==> config.mk <==
export PLATFORM = sky130hd
export DESIGN_NAME = fchan_subset_dec
export DESIGN_NICKNAME = d
export VERILOG_FILES = /design/src/rtl/fchan_gpt_check.sv /design/src/rtl/fchan_subset_dec.sv
export SDC_FILE = /design/constraint.sdc
export NUM_CORES = 1
export LEC_CHECK = 0
export ABC_AREA = 0
export BUFFER_PORTS_ARGS = -buffer_cell sky130_fd_sc_hd__buf_2
export CAP_MARGIN = 25
export CELL_PAD_IN_SITES_DETAIL_PLACEMENT = 0
export CELL_PAD_IN_SITES_GLOBAL_PLACEMENT = 1
export CORE_ASPECT_RATIO = 0.6
export CORE_MARGIN = 3
export CORE_UTILIZATION = 47
export DETAILED_ROUTE_END_ITERATION = 8
export PLACE_DENSITY = 0.93
export SYNTH_ARGS = -nofsm -noshare
export SYNTH_HDL_FRONTEND = slang
export SYNTH_SLANG_ARGS = --single-unit
==> constraint.sdc <==
create_clock -name clk -period 11.65 [get_ports clk]
set_clock_uncertainty 0.05 [all_clocks]
set_input_delay 0.5825 -clock clk [delete_from_list [all_inputs] [get_ports clk]]
set_output_delay 0.5825 -clock clk [all_outputs]
set_load 0.05 [all_outputs]
==> src/rtl/fchan_gpt_check.sv <==
// Gates-per-trig checker: counts gates since the last trig and raises a
// sticky, clearable error on short, long or overlapping blocks.
module fchan_gpt_check #(
  parameter int len = 16,
  parameter int lw  = 4
) (
  input  logic clk,
  input  logic rst_n,
  input  logic a_gate,
  input  logic a_trig,
  input  logic err_clr,
  output logic time_err
);

  localparam logic [lw:0] len_c = (lw+1)'(len);

  logic [lw:0] gcnt;
  logic        armed;
  logic        err_set;

  // Violation detect: block length mismatch at trig, gate past the block end,
  // or a gate landing on the trig itself.
  always_comb begin
    err_set = 1'b0;
    if (a_trig && armed && (gcnt != len_c))
      err_set = 1'b1;
    if (a_gate && !a_trig && armed && (gcnt == len_c))
      err_set = 1'b1;
    if (a_gate && a_trig)
      err_set = 1'b1;
  end

  // Gate counter, arm flag and sticky error; a new violation beats err_clr.
  always_ff @(posedge clk or negedge rst_n) begin
    if (!rst_n) begin
      gcnt     <= '0;
      armed    <= 1'b0;
      time_err <= 1'b0;
    end else begin
      if (a_trig) begin
        gcnt  <= '0;
        armed <= 1'b1;
      end else if (a_gate && (gcnt != len_c)) begin
        gcnt <= gcnt + (lw+1)'(1);
      end

      if (err_set)
        time_err <= 1'b1;
      else if (err_clr)
        time_err <= 1'b0;
    end
  end

endmodule

==> src/rtl/fchan_subset_dec.sv <==
// Channel-subset selector with block decimation. Forwards the channels
// enabled by the mask latched at trig, on every (dec+1)-th block only.
module fchan_subset_dec #(
  parameter  int dw  = 20,
  parameter  int len = 16,
  parameter  int dcw = 8,
  localparam int lw  = $clog2(len)
) (
  input  logic                 clk,
  input  logic                 rst_n,
  input  logic [len-1:0]       keep,
  input  logic [dcw-1:0]       dec,
  input  logic                 err_clr,
  input  logic signed [dw-1:0] a_data,
  input  logic                 a_gate,
  input  logic                 a_trig,
  output logic signed [dw-1:0] o_data,
  output logic                 o_gate,
  output logic                 o_trig,
  output logic [lw-1:0]        o_chan,
  output logic [lw:0]          n_keep,
  output logic                 time_err
);

  localparam logic [lw:0] len_c = (lw+1)'(len);

  logic [len-1:0] mask;
  logic [len-1:0] mask_nxt;
  logic [len-1:0] live;
  logic [dcw-1:0] dcnt;
  logic [lw:0]    chan;
  logic           retain;

  function automatic logic [lw:0] popcnt(input logic [len-1:0] v);
    logic [lw:0] c;
    c = '0;
    for (int unsigned i = 0; i < len; i++)
      c = c + (lw+1)'(v[i]);
    return c;
  endfunction

  // Mask as seen this cycle: keep on a trig, otherwise the latched copy.
  // Reload and popcount both read through it, so they equal keep at trig.
  always_comb begin
    mask_nxt = a_trig ? keep : mask;
    retain   = (dcnt == '0);
  end

  // Block sequencing, channel walk and registered outputs.
  always_ff @(posedge clk or negedge rst_n) begin
    if (!rst_n) begin
      mask   <= '0;
      live   <= '0;
      dcnt   <= '0;
      chan   <= '0;
      o_data <= '0;
      o_gate <= 1'b0;
      o_trig <= 1'b0;
      o_chan <= '0;
      n_keep <= '0;
    end else begin
      o_data <= a_data;
      o_gate <= 1'b0;
      o_trig <= 1'b0;
      if (a_trig) begin
        mask   <= keep;
        live   <= retain ? mask_nxt : '0;
        chan   <= '0;
        o_trig <= retain;
        dcnt   <= retain ? dec : dcnt - dcw'(1);
        if (retain)
          n_keep <= popcnt(mask_nxt);
      end else if (a_gate) begin
        o_gate <= live[len-1];
        o_chan <= chan[lw-1:0];
        live   <= {live[len-2:0], 1'b0};
        if (chan != len_c)
          chan <= chan + (lw+1)'(1);
      end
    end
  end

  fchan_gpt_check #(
    .len (len),
    .lw  (lw)
  ) u_gpt_check (
    .clk      (clk),
    .rst_n    (rst_n),
    .a_gate   (a_gate),
    .a_trig   (a_trig),
    .err_clr  (err_clr),
    .time_err (time_err)
  );

endmodule

## After elaboration in Yosys (flattened, before gate mapping)

Cells that the tools add are included.
Widths: inputs -> output; s select.

- Flip-flop bits (word level): 83
- Input bits: 49
- Output and inout port bits: 32

- Add/subtract/negate cells: 18
- Equal/unequal tests: 3
- Mux-type cells: 18
- Bitwise logic cells: 1
- Reduce and logical (&&, ||, !) cells: 16

Operators with widths:

| kind | count |
|---|---|
| $mux 16 | 4 |
| $add 5x1->5 | 11 |
| $mux 5 | 5 |
| $add 5x1->5 const B | 2 |
| $ne 5x5->1 const B | 2 |
| $logic_not 8->1 | 1 |
| $mux 1 | 8 |
| $mux 8 | 1 |
| $reduce_bool 2->1 | 4 |
| $sub 8x1->8 const B | 1 |
| $logic_and 1x1->1 | 7 |
| $reduce_and 2->1 | 3 |
| $add 4x1->5 | 1 |
| $eq 5x5->1 const B | 1 |
| $add 3x1->4 | 1 |
| $add 2x1->3 | 1 |
| $add 1x1->2 | 1 |
| $logic_not 1->1 | 1 |
| $not 1->1 | 1 |

## Longest topological paths before layout

Gate-level depths: netlist (run 1).

- Word-level depth: 16
- Gate-level depth with buffers: 14
- Gate-level depth less buffers: 12

## By module

Synthesis (run 1) repeated with hierarchy kept, for this count alone.

- Cells, all modules: 332
- Area total of the unflattened synthesis: 3851.2 µm²

Modules (own cells, without submodules):

| module | instances | cells each | area each (µm²) | sequential area each (µm²) |
|---|---|---|---|---|
| fchan_subset_dec | 1 | 296 | 3482.1 | 1901.8 |
| fchan_gpt_check | 1 | 36 | 369.1 | 175.2 |

## Least setup slack after synthesis (run 1)

OpenSTA, ideal clock, no wires.

- Path type: input to register
- From: in a_trig
- To: reg n_keep[4]
- Data arrival time: 4.396 ns
- Required time: 11.475 ns
- Slack: 7.079 ns
- Stages on the path: 14
- Path buffers: 2
- Path through: buf_2 -> buf_2 -> mux2_2 -> fa_1 -> inv_1 -> fa_1 -> fa_1 -> fa_1 -> inv_1 -> ha_1 -> fa_1 -> a21oi_1 -> nor2b_1 -> mux2_2

RTL lines:

| element | RTL line | text |
|---|---|---|
| from (decl) | fchan_subset_dec.sv:16 | `input logic a_trig,` |
| $mux 16 | -- |  |
| net mask_nxt[5] | fchan_subset_dec.sv:28 | `logic [len-1:0] mask_nxt;` |
| $add 5x1->5 (11 in a row) | fchan_subset_dec.sv:38 | `c = c + (lw+1)'(v[i]);` |
| to (signal assigned) | fchan_subset_dec.sv:72 | `n_keep <= popcnt(mask_nxt);` |
| to (decl) | fchan_subset_dec.sv:21 | `output logic [lw:0] n_keep,` |

The timed path passes the listed nets, and every way through them passes these cells.
A chain may end at the register's enable or synchronous reset.

## Final worst setup path (run 1)

- From: in a_trig
- To: reg n_keep[4]

- Word-level cells in the longest chain between the ends: 16

RTL lines:

| element | RTL line |
|---|---|
| $mux 16 | -- |
| net mask_nxt[0] | fchan_subset_dec.sv:28 |
| $add 1x1->2 | fchan_subset_dec.sv:38 |
| $add 2x1->3 | fchan_subset_dec.sv:38 |
| $add 3x1->4 | fchan_subset_dec.sv:38 |
| $add 4x1->5 | fchan_subset_dec.sv:38 |
| $add 5x1->5 (11 in a row) | fchan_subset_dec.sv:38 |

The timed path passes the listed nets, and every way through them passes these cells.

==> results by group, run 1 <==
Outcome
  • Status: finished, final reports clean

Power
  • PwrDens: about 200 mW/mm^2
  • Total internal power: 0.000621 W
  • P_leak: roughly 2.2 nW
  • Switching share of power: approximately a third
  • Flop pwr share: 38.0%
  • VDD IR max: ~0.00015 V
  • Part of the power in combinational logic: about 30%
  • Clock power frac: between 30 and 40%
  • Switching Power: 0.000329 W

Global routing
  • Global-route layer with the greatest usage: met2
  • Grt ovf: 0
  • Met1 Resource Use GR: between 20% and 30%
  • First-pass GRT wire length: approximately 14000 microns
  • Number of global-route vias before repair: 2669
  • Total track usage: 18.6%
  • Met2 Use GR: 27.0%
  • M3 GR Usage: around 5.6%
  • Largest net degree at the start of global routing: 84
  • Initial antenna violation count: 0

Clocking
  • Worst-path clk slew: roughly 0.060 ns
  • Post-cts resize count: 0
  • H-tree depth: 3
  • Clk_lat worst skew: roughly 0.34 ns
  • Postcts setup bufs: 0
  • Clock Tree Buf Depth: 2
  • Cts bufs inserted: 9
  • CTS Hold Bufs: 0
  • TritonCTS clock tree: done
  • Root buffer cell: clkbuf_16
  • Clk sink count: 83

Critical path
  • CP required: 11.82 ns
  • CP max FO: 40
  • Cell depth of the worst flop-to-flop path: 12
  • WS Path Type: input pin to flop
  • Critical Path End Type: flop
  • Crit path launch type: input pin
  • Crit path arrival time: between 4 and 5 ns

Worst hold path
  • Worst Hold Class: input pin to async pin

Placement
  • Inst Count DP: approximately 480
  • Detailed placer's ending HPWL: 6010 microns
  • PortBufs: 80
  • Gpl congestion: around 0.83

Floorplan
  • I/O pin cnt: 81
  • Core area: between 0.007 and 0.008 sq mm
  • Starting Density: approximately half
  • DIE HEIGHT: 76.3 microns
  • Die Wd: around 120 microns
  • Die area: between 0.009 and 0.01 sq mm
  • Num rows: 24

Yosys
  • Yosys top cell by area: dfrtp_1
  • Share of the synthesized area in the top cell type: between 50 and 60%
  • Synthesized net count: ~380
  • Number of synthesized flops with an enable pin: 0
  • Most frequent cell after synthesis: dfrtp_1
  • Distinct cells, synth: 50
  • Commonest cells in the netlist: 83 x dfrtp_1, 27 x inv_1, 18 x mux2_2
  • Synth Warn #: 0
  • Register area share after synthesis: 53.6%
  • Yosys reg bits: between 80 and 90
  • Top FF cell, synth: dfrtp_1
  • Synth area leaders: dfrtp_1 54%, mux2_2 5.2%, fa_1 5.2%, nor4b_2 3.5%, o22a_1 3.4%
  • Mapped Area: approximately 0.0039 sq mm
  • Mapped Cells: 310
  • Ys async rst share: 100%
  • Syn_area_per_cell: between 10 and 15 sq um

STA
  • Slew margin rel.: 44.8%
  • Unrepaired setup endpoints after global routing: false
  • Fmax: roughly 0.21 GHz
  • Final Slew Violations: 0
  • Min cycle time layout: around 4.7 ns
  • Tcrit/Tclk final: roughly 40%
  • Tightest Pin Transition: 0.828 ns
  • TNS Setup: 0 ns
  • Final hold vios: 0
  • Final Setup Violations: 0

Detailed routing
  • Total wire length: 8530 microns
  • DRT antenna net count: 0
  • Avg Vias per Cell: around 5.5
  • Drc violations: 0
  • Routed length per instance: 17.2 microns
  • Via count of the routed design: roughly 2.7k
  • Drt pass-1 iters: 4
  • Initial drt markers: about 160

Cells and area
  • Final #Nets: between 400 and 500
  • ANT cells: 0
  • Share of cells above drive strength 1: approximately a third
  • Post-Layout Cell Count: a little under 500
  • Number of fill cells: about 620
  • Area delta synth->final: 21.0%

Flow run
  • Max_cap viols: 0
==> final cells by class <==
| cell class | instances | area (sq um) | area share (%) |
|---|---|---|---|
| Sequential cell | 83 | 2080 | 44.3 |
| Clock buffer | 9 | 225 | 4.81 |
| Multi-Input combinational cell | 181 | 1600 | 34.1 |
| Tap cell | 104 | 130 | 2.78 |
| Clock inverter | 7 | 101 | 2.16 |
| Timing Repair Buffer | 83 | 445 | 9.51 |
| Inverter | 29 | 109 | 2.32 |
==> cell families after synthesis <==
logic type | after synthesis | share of synthesized area (%)
XOR/XNOR | 6 | 1.36
AO/OA/AOI/OAI | 64 | 12.0
buffers and inverters | 46 | 5.10
adder cells (fa/ha/maj) | 20 | 8.40
AND/OR/NAND/NOR | 68 | 13.0
flip-flops | 83 | 53.6
multiplexers | 23 | 6.53
==> flip-flops by register name, indices dropped and copies added (netlist names), 4 cells and up <==
name	count
o_data	20
live	16
mask	16
dcnt	8
chan	5
n_keep	5
u_gpt_check.gcnt	5
o_chan	4
==> critical path: stages <==
cell and delay (ns):
buf_2 0.62, mux2_2 0.44, fa_1 0.55, inv_1 0.06
fa_1 0.52, fa_1 0.45, fa_1 0.49, inv_1 0.04
ha_1 0.21, fa_1 0.42, a21oi_1 0.16, nor2b_1 0.05
mux2_2 0.25
==> power by group through the flow <==
stage | logic (W) | clock network (W) | registers [W]
2_1_floorplan | 0.000191 | 0 | 0.000383
3_3_place_gp | 0.000265 | 0 | 0.000364
3_5_place_dp | 0.000282 | 0 | 0.000365
4_1_cts | 0.000282 | 0.000314 | 0.000360
5_1_grt | 0.000309 | 0.000327 | 0.000367
6_report | 0.000281 | 0.000307 | 0.000361
==> metrics by stage <==
step | total power, W | utilization [%] | hold WS, ns | setup slack (ns) | area [sq um]
2_1_floorplan | 0.000574 | - | 0.237 | 7.08 | 3870
3_3_place_gp | 0.000628 | 56.7 | 0.415 | 6.69 | 4320
3_5_place_dp | 0.000646 | 56.7 | 0.419 | 6.61 | 4320
4_1_cts | 0.000956 | 61.0 | 0.283 | 6.94 | 4650
5_1_grt | 0.00100 | 61.4 | 0.187 | 6.76 | 4690
6_report | 0.000950 | 61.4 | 0.158 | 6.95 | 4690
==> cell usage in the layout (no fill, tap or decap), drive strengths merged, types with 2 or more instances in the layout <==
cell and n:
nor2 11, o21a 15, a21oi 9, buf 83, ha 10, fa 10
mux2i 5, o22a 15, bufinv 2, clkinv 3, nand3 8, clkinvlp 2
a31oi 2, nor3 3, xor2 6, mux2 18, nor4b 15, dfrtp 83
nor3b 2, inv 29, a21o 2, nand4 6, and4 2, o31ai 2
nand4bb 3, nand2 6, nor4bb 2, nand4b 2, o21ai 10, clkbuf 9
==> worst paths after layout <==
kind | from | endpoint | slack, ns
max | a_trig | n_keep[4] | 6.95
min | rst_n | o_chan[0] | 0.16
max reg2reg | mask[0] | n_keep[4] | 7.65
min reg2reg | o_chan[1] | o_chan[1] | 0.43
max in group asynchronous | rst_n | mask[2] | 10.79
min in group clk | a_data[17] | o_data[17] | 0.30
==> routing by layer <==
| metal | routed length [microns] | vias to the layer above |
|---|---|---|
| li1 | - | 1263 |
| met1 | 3960 | 1347 |
| met2 | 3810 | 101 |
| met3 | 640 | 9 |
| met4 | 115 | 0 |
| met5 | 0 | - |
(Power assumes the default switching activity.)
==> inputs of run 2 (changes only) <==
- CORE_UTILIZATION: 47 -> 43
- PLACE_DENSITY: 0.93 -> 0.87
- clock period: 11.65 -> 4.8 ns (I/O delays scaled with it)
==> results by group, run 2 (same netlist as run 1, synthesis figures left out) <==
Cells and area
  • ANT cells: 0
  • Share of cells above drive strength 1: a little under a third
  • Final #Nets: ~480
  • Largest register FFs: 20
  • Regs by FF count: o_data: 20 flops, live: 16 flops, mask: 16 flops
  • Top reg by flops: o_data
  • Most frequent cells in the layout: 83 x dfrtp_1, 79 x buf_2, 27 x inv_1
  • Most common cell after layout, fill and taps aside: dfrtp_1
  • Post-Layout Cell Count: about 530
  • Design area: approximately 0.0049 sq mm
  • Area delta synth->final: 26.2%

Clocking
  • CTS Hold Bufs: 20
  • Clk sink count: between 80 and 90
  • Post-cts resize count: 0
  • Clock Tree Buf Depth: 2
  • TritonCTS clock tree: done
  • Postcts setup bufs: 0
  • Cts bufs inserted: 9
  • H-tree depth: 3
  • Clk_lat worst skew: ~0.34 ns
  • Root buffer cell: clkbuf_16
  • Worst-path clk slew: ~0.06 ns

Critical path
  • CP max FO: 2
  • Slowest stage delay, CP: 0.55 ns
  • Slowest CP cell: fa_1
  • Critical Path End Type: flop
  • CP required: between 4 and 5 ns
  • Crit path launch type: flop
  • Cell depth of the worst flop-to-flop path: 12
  • Crit Reg-Reg Endpoint: n_keep[4]
  • Critical path's most frequent cell: fa_1
  • Slack of the worst reg-to-reg path: between 0.7 and 0.8 ns
  • WS Path Type: flop to flop
  • Crit-path cells: mux2_2 > fa_1 > inv_1 > fa_1 > fa_1 > fa_1 > inv_1 > ha_1 > fa_1 > a21oi_1 > nor2b_1 > mux2_2
  • RR Startpoint: mask[0]
  • Crit path arrival time: 4.20 ns

Worst hold path
  • Worst Hold Class: input pin to flop
  • WHS Path Cells: 2
  • HP Start: dec[2]
  • Hold Crit Endpoint: dcnt[2]

STA
  • Final Slew Violations: 0
  • Unrepaired setup endpoints after global routing: false
  • Slew margin rel.: between 30% and 40%
  • TNS Setup: 0 ns
  • Fmax: ~0.25 GHz
  • Final hold vios: 0
  • WHS: about 0.072 ns
  • Tightest Pin Transition: between 0.9 and 1 ns
  • Min cycle time layout: about 4.0 ns
  • Final Setup Violations: 0
  • Tcrit/Tclk final: between 80 and 90%
  • Final setup margin: 0.771 ns

Floorplan
  • Die area: just over 0.01 sq mm
  • I/O pin cnt: slightly above 80
  • Num rows: 26
  • Die Wd: 129 microns
  • Starting Density: 44.9%
  • Core area: about 0.0086 sq mm
  • DIE HEIGHT: between 70 and 80 microns

Global routing
  • Number of global-route vias before repair: 2869
  • Grt ovf: 0
  • Initial antenna violation count: 0
  • Largest net degree at the start of global routing: 84
  • First-pass GRT wire length: between 10000 and 15000 microns
  • Total track usage: about 19%

Detailed routing
  • Avg Vias per Cell: between 5 and 6
  • Initial drt markers: around 110
  • Drt pass-1 iters: 4
  • Drc violations: 0
  • Via count of the routed design: between 2k and 3k
  • Total wire length: just under 9000 microns
  • DRT antenna net count: 0
  • Routed length per instance: approximately 17 microns

Placement
  • PortBufs: 80
  • Dpl ws: between 0.4 and 0.5 ns
  • Detailed placer's ending HPWL: about 6000 microns
  • Inst Count DP: approximately 490
  • Gpl congestion: 0.838
  • Placed instance area: 0.00434 sq mm

Power
  • PwrDens: roughly 460 mW/mm^2
  • VDD IR max: 0.000417 V
  • P_leak: 2.30 nW

Flow run
  • Max_cap viols: 0

Outcome
  • Status: finished, final reports clean
==> run 2: changes by cell type in the layout (fill, tap and decap cells not counted), sizes merged <==
cell	delta
clkinvlp	-1
bufinv	-1
dlygate4sd3	+21
inv	+2
==> run 2: stage by stage <==
step | power (W) | utilization (%)
after CTS | 0.00229 | 56.3
after global routing | 0.00241 | 56.7
after global placement | 0.00153 | 50.4
after floorplan | 0.00139 | -
final | 0.00227 | 56.7
after detailed placement | 0.00155 | 50.4
==> run 2: how the worst max path moves through the flow <==
stage | to | depth (start not counted) | startpoint
2_1_floorplan | n_keep[4] | 14 | a_trig
3_3_place_gp | n_keep[4] | 13 | a_trig
3_5_place_dp | n_keep[4] | 13 | a_trig
4_1_cts | n_keep[4] | 12 | mask[0]
5_1_grt | n_keep[4] | 12 | mask[0]
6_report | n_keep[4] | 12 | mask[0]
==> run 2: report_power, final <==
part / switching, W / internal (W)
combinational: 0.000410 / 0.000275
sequential: 0.0000945 / 0.000781
clock: 0.000292 / 0.000412
==> run 2: worst max-delay path: cells and delay by family, from the launching register on <==
kind | cells | cell delay (ns)
adder cells (fa/ha/maj) | 6 | 2.64
multiplexers | 2 | 0.53
flip-flops | 1 | 0.36
AO/OA/AOI/OAI | 1 | 0.17
buffers and inverters | 2 | 0.10
AND/OR/NAND/NOR | 1 | 0.06
==> run 2: layout make-up <==
class | count | area, sq um
fillers | 685 | 3730
repair buffers | 104 | 656
well taps | 112 | 140
multi-input cells | 181 | 1600
inverters | 29 | 109
clock buffers | 9 | 225
flip-flops and latches | 83 | 2080
clock inverters | 7 | 83.8
==> run 2: per-layer routing <==
layer	wire [microns]	GRT usage [%]	up-vias
li1	-	-	1308
met1	4290	26.1	1387
met3	504	5.82	14
met4	157	6.50	0
met2	3820	27.1	83
met5	0	0	-
